===== src/rtl/ip_rx.sv =====
// -----------------------------------------------------------------------------
// ip_rx : indicator-panel serial link receiver (oversampled shift/latch/watchdog)
// Revision: 1.0 - initial release
// -----------------------------------------------------------------------------
`default_nettype none

module ip_rx #(
   parameter int FRAME_BITS    = 144,
   parameter int CNT_WIDTH     = 10,
   parameter int TIMEOUT_WIDTH = 20
) (
   input  logic                  clk_in,
   input  logic                  rst_n,
   input  logic                  ser_clk,
   input  logic                  ser_data,
   input  logic                  ser_latch,
   input  logic                  ser_enable,
   output logic [FRAME_BITS-1:0] lights,
   output logic                  lights_valid,
   output logic                  frame_done,
   output logic                  frame_err,
   output logic [7:0]            err_count
);

   localparam logic [CNT_WIDTH-1:0] c_frame_len = CNT_WIDTH'(FRAME_BITS);
   localparam logic [CNT_WIDTH-1:0] c_cnt_max   = '1;
   localparam logic [7:0]           c_err_max   = 8'hFF;

   // Stage vector layout: {enable, latch, data, clk}
   logic [3:0]                r_s1;
   logic [3:0]                r_s2;
   logic [1:0]                r_s3;    // third stage only feeds the edge detectors: {latch, clk}
   logic [FRAME_BITS-1:0]     r_shift;
   logic [CNT_WIDTH-1:0]      r_bit_cnt;
   logic [TIMEOUT_WIDTH-1:0]  r_wdog;

   logic                      w_clk_rise;
   logic                      w_latch_rise;
   logic                      w_data;
   logic                      w_enable;
   logic                      w_wdog_exp;
   logic                      w_len_ok;
   logic                      w_good;
   logic                      w_bad;
   logic [FRAME_BITS-1:0]     w_shift_next;
   logic [CNT_WIDTH-1:0]      w_cnt_next;

   assign w_clk_rise   = r_s2[0] & ~r_s3[0];
   assign w_latch_rise = r_s2[2] & ~r_s3[1];
   assign w_data       = r_s2[1];
   assign w_enable     = r_s2[3];
   assign w_wdog_exp   = (r_wdog == '1);

   // Shift and count already include any clock rise landing in the latch cycle
   always_comb begin
      w_shift_next = r_shift;
      w_cnt_next   = r_bit_cnt;
      if (w_clk_rise) begin
         w_shift_next = {r_shift[FRAME_BITS-2:0], w_data};
         if (r_bit_cnt != c_cnt_max)
            w_cnt_next = r_bit_cnt + CNT_WIDTH'(1);
      end
   end

   assign w_len_ok = (w_cnt_next == c_frame_len);
   assign w_good   = w_latch_rise & w_enable & w_len_ok;
   assign w_bad    = w_latch_rise & w_enable & ~w_len_ok;

   always_ff @(posedge clk_in or negedge rst_n) begin
      if (!rst_n) begin
         r_s1         <= '0;
         r_s2         <= '0;
         r_s3         <= '0;
         r_shift      <= '0;
         r_bit_cnt    <= '0;
         r_wdog       <= '0;
         lights       <= '0;
         lights_valid <= 1'b0;
         frame_done   <= 1'b0;
         frame_err    <= 1'b0;
         err_count    <= '0;
      end else begin
         r_s1 <= {ser_enable, ser_latch, ser_data, ser_clk};
         r_s2 <= r_s1;
         r_s3 <= {r_s2[2], r_s2[0]};

         r_shift    <= w_shift_next;
         // Every latch edge, even an ignored one, starts a fresh bit count
         r_bit_cnt  <= w_latch_rise ? '0 : w_cnt_next;
         frame_done <= w_good;
         frame_err  <= w_bad;

         if (w_bad && (err_count != c_err_max))
            err_count <= err_count + 8'd1;

         if (!w_enable) begin
            lights       <= '0;
            lights_valid <= 1'b0;
            r_wdog       <= '0;
         end else if (w_good) begin
            lights       <= w_shift_next;
            lights_valid <= 1'b1;
            r_wdog       <= '0;
         end else if (w_wdog_exp) begin
            lights       <= '0;
            lights_valid <= 1'b0;
         end else begin
            r_wdog <= r_wdog + TIMEOUT_WIDTH'(1);
         end
      end
   end

endmodule

`default_nettype wire


===== config.mk =====
export PLATFORM = sky130hd
export DESIGN_NAME = ip_rx
export DESIGN_NICKNAME = d
export VERILOG_FILES = /design/src/rtl/ip_rx.sv
export SDC_FILE = /design/constraint.sdc
export NUM_CORES = 1
export LEC_CHECK = 0
export BUFFER_PORTS_ARGS = -buffer_cell sky130_fd_sc_hd__buf_2
export CAP_MARGIN = 20
export CORE_AREA = 2 2 151 153
export DETAILED_ROUTE_END_ITERATION = 6
export DIE_AREA = 0 0 153 155
export PLACE_DENSITY_LB_ADDON = 0.25
export SETUP_SLACK_MARGIN = 0.15
export SYNTH_ARGS = -nofsm -noshare
export SYNTH_HDL_FRONTEND = slang
export SYNTH_SLANG_ARGS = --single-unit

===== constraint.sdc =====
create_clock -name clk_in -period 5.51 [get_ports clk_in]
set_input_delay 0.551 -clock clk_in [delete_from_list [all_inputs] [get_ports clk_in]]
set_output_delay 0.551 -clock clk_in [all_outputs]
set_load 0.1 [all_outputs]

==> impl_metrics.toml <==
[synth]
yosys_warnings = 0
synth_seq_cells = 339
yosysUniqueCellTypes = 46
asyncSetResetFlopFracSynth_pct = 100
post_synth_inst_count = 1335
synth_flop_cell = "sky130_fd_sc_hd__dfrtp_1"
synth.net_count = 1344
synth.largest_area_cell = "sky130_fd_sc_hd__dfrtp_1"
ys_seq_area_share_pct = 61.9
ys_top_cells_by_area = "sky130_fd_sc_hd__dfrtp_1, sky130_fd_sc_hd__nand2_1, sky130_fd_sc_hd__a21o_1"
synthDominantCellAreaShare_pct = 61.9
avg_synthesized_cell_area_um2 = 10.3
synth_enable_flop_cells = 0
mappedNetlistArea_um2 = 13700

[place]
dp_hpwl_mm = 15.9
routabilityCongestion = 0.812
numPortBuffers = 160
place_inst = 1702
post_dp_cell_area_um2 = 14500

[worst_setup_path]
critical_path_class = "flop to flop"
critPathArrivalTime_ps = 4290
timing.critical_path.to_type = "flop"
worst-path-max-fanout = 82
cp-start-kind = "flop"
required_ps = 5890

[drt]
dr.first_iter.drc_count = 835
postRouteAntennaNets = 0
detail_route.drc_violations = 0
routed-via-count = 9763
wl_per_cell_um = 16.4
routed_via_density = 5.54
routed_wl_mm = 28.8
drt-pass1-iter-count = 5

[clocking]
cts_root_buffer = "sky130_fd_sc_hd__clkbuf_16"
maximum_clock_insertion_buffer_count = 3
clock_tree.htree_level_count = 2
post_cts_resize_count = 0
post_cts_hold_buffer_count = 0
cts_buffers = 36
clk-insertion-delay-late_ps = 510
post-cts-setup-buffer-count = 0
cts_tree = "built"
numClockSinks = 339
cts.reportedPaths.clkPinSlew_ps = 60

[finish]
num-fill-cells = 1643
antenna-diode-count = 0
post_route_cells_drive_above_1_share_pct = 15.7
layout.cells.non_filler = 1761
seqCellArea_um2 = 8480
final_nets = 1464
multi_input_comb_area_um2 = 4740
synthesis_to_finish_area_growth_pct = 14.2
mostFrequentLayoutCells = "sky130_fd_sc_hd__nand2_1, sky130_fd_sc_hd__dfrtp_1, sky130_fd_sc_hd__buf_2"
layout_commonest_cell = "sky130_fd_sc_hd__nand2_1"
fin_area_um2 = 15700

[sta]
final_hold_viol_count = 0
finClkSkew_ps = 20.6
worst_pin_slew_ps = 981
holdWs_ps = 104
post_layout_minimum_cycle_time_ps = 3910
setup_repair_after_global_routing_missed_its_margin = "no"
achievable-frequency_mhz = 256
timing.final.crit_share_pct = 71.0
tns_ps = 0
timing.final.max_slew_violations = 0
setup-violations-final = 0
slew_headroom_pct = 34.6

[grt]
vias_in_the_first_global_route = 9618
grt-ovfl-total = 0
antenna_found_initial = 0
wire_length_of_the_first_global_routing_pass_mm = 48.6
global_route.usage.total_pct = 24.6
grt_max_degree = 131

[pwr]
share_clk_of_total_power_pct = 44.7
power_frac_seq_pct = 49.2
powerDensity_nw_per_um2 = 336
internal_power_mw = 4.01
net-switching-power_mw = 1.25
power_frac_comb_pct = 6.1
cellLeakagePower_nw = 10.3
switching_share_pct = 23.7
vdd_ir_max_v = 0.000253
report.power.total_mw = 5.25

[floorplan]
num_io_pins = 161
die-area_um2 = 23700
die_x_um = 153
floorplan.initialDensity_pct = 61.7
placementRows = 55
core_um2 = 22200
vertical_extent_of_the_die_um = 155

[status]
run_status = "complete, no violations"

[worst_hold_path]
holdCritPathClass = "input pin to asynchronous set/reset pin"

[run]
max_cap_viol_count = 0
[kinds of logic (layout without fill, tap and decap cells)]
logic type | count (synthesis) | in the layout | share of synthesized area [%]
xor+xnor | 25 | 25 | 1.60
fa+ha+maj | 3 | 3 | 0.274
simple gates | 700 | 700 | 23.1
mux | 4 | 4 | 0.310
buf+inv | 96 | 237 | 3.72
compound gates | 168 | 168 | 9.07
flops | 339 | 339 | 61.9
[per-layer routing]
layer | share of wire [%] | up-vias | track usage [%]
met5 | 0 | - | 0
met4 | 1.7 | 0 | 5.47
met3 | 5.1 | 41 | 4.65
met2 | 47 | 254 | 39.7
met1 | 46 | 4828 | 35.5
li1 | - | 4640 | -
[cell usage after synthesis (3+ instances only)]
library cell	n
sky130_fd_sc_hd__xnor2_1	12
sky130_fd_sc_hd__nand3_1	15
sky130_fd_sc_hd__ha_1	3
sky130_fd_sc_hd__nand4_1	6
sky130_fd_sc_hd__nor3_1	9
sky130_fd_sc_hd__xor2_1	13
sky130_fd_sc_hd__dfrtp_1	339
sky130_fd_sc_hd__nand2_1	453
sky130_fd_sc_hd__nand2b_1	3
sky130_fd_sc_hd__a21oi_1	8
sky130_fd_sc_hd__a21o_1	144
sky130_fd_sc_hd__buf_1	8
sky130_fd_sc_hd__and3_1	157
sky130_fd_sc_hd__and4_1	7
sky130_fd_sc_hd__o21ai_0	3
sky130_fd_sc_hd__inv_1	8
sky130_fd_sc_hd__clkbuf_1	52
sky130_fd_sc_hd__buf_2	9
sky130_fd_sc_hd__buf_6	18
sky130_fd_sc_hd__nor2_1	34
[power groups by stage]
| stage | sequential, mW | clock, mW | combinational, mW |
|---|---|---|---|
| global placement | 2.62 | 0 | 0.319 |
| global route | 2.59 | 2.50 | 0.351 |
| floorplan | 2.74 | 0 | 0.105 |
| CTS | 2.58 | 2.40 | 0.326 |
| finish | 2.58 | 2.35 | 0.321 |
| detailed placement | 2.63 | 0 | 0.326 |
[layout make-up]
cell class                 instances  area share, %
clock inverter                     9          0.679
inverter                           8          0.192
multi-input combinational        900           30.3
sequential                       339           54.2
clock buffer                      50           6.67
tap                              285           2.28
timing repair buffer             170           5.74
[stage by stage]
| step | util (%) | setup WS [ps] |
|---|---|---|
| global route | 70.4 | 1410 |
| finish | 70.4 | 1600 |
| floorplan | - | 2800 |
| global placement | 65.3 | 1800 |
| detailed placement | 65.3 | 1690 |
| CTS | 70.4 | 1660 |
[flip-flops by register name (all words and copies together), names as in the netlist]
| register | cells |
|---|---|
| r_s3 | 2 |
| r_s1 | 4 |
| r_shift | 144 |
| frame_err | 1 |
| r_bit_cnt | 10 |
| lights_valid | 1 |
| r_wdog | 20 |
| frame_done | 1 |
| r_s2 | 4 |
| err_count | 8 |
| lights | 144 |
[worst paths after layout]
| kind | cells past startpoint | endpoint | from | slack [ps] |
|---|---|---|---|---|
| setup / recovery | 8 | lights[40] | r_s3[0] | 1600 |
| hold / removal | 1 | r_bit_cnt[0] | rst_n | 100 |
| setup reg to reg | 8 | lights[40] | r_s3[0] | 1600 |
| hold reg to reg | 0 | r_s2[3] | r_s1[3] | 350 |
| max in group asynchronous | 2 | r_shift[9] | rst_n | 4120 |
| min in group clk_in | 1 | r_s1[1] | ser_data | 150 |
[critical path, cell delays in order (launching register included)]
cell                       delay [ps]
sky130_fd_sc_hd__dfrtp_1          430
sky130_fd_sc_hd__nand2b_4         570
sky130_fd_sc_hd__a31oi_1          550
sky130_fd_sc_hd__mux2i_1          350
sky130_fd_sc_hd__nand2_1          120
sky130_fd_sc_hd__or4_4            730
sky130_fd_sc_hd__buf_4            490
sky130_fd_sc_hd__and3_1           290
sky130_fd_sc_hd__a21o_1           160
(Power assumes the default switching activity.)
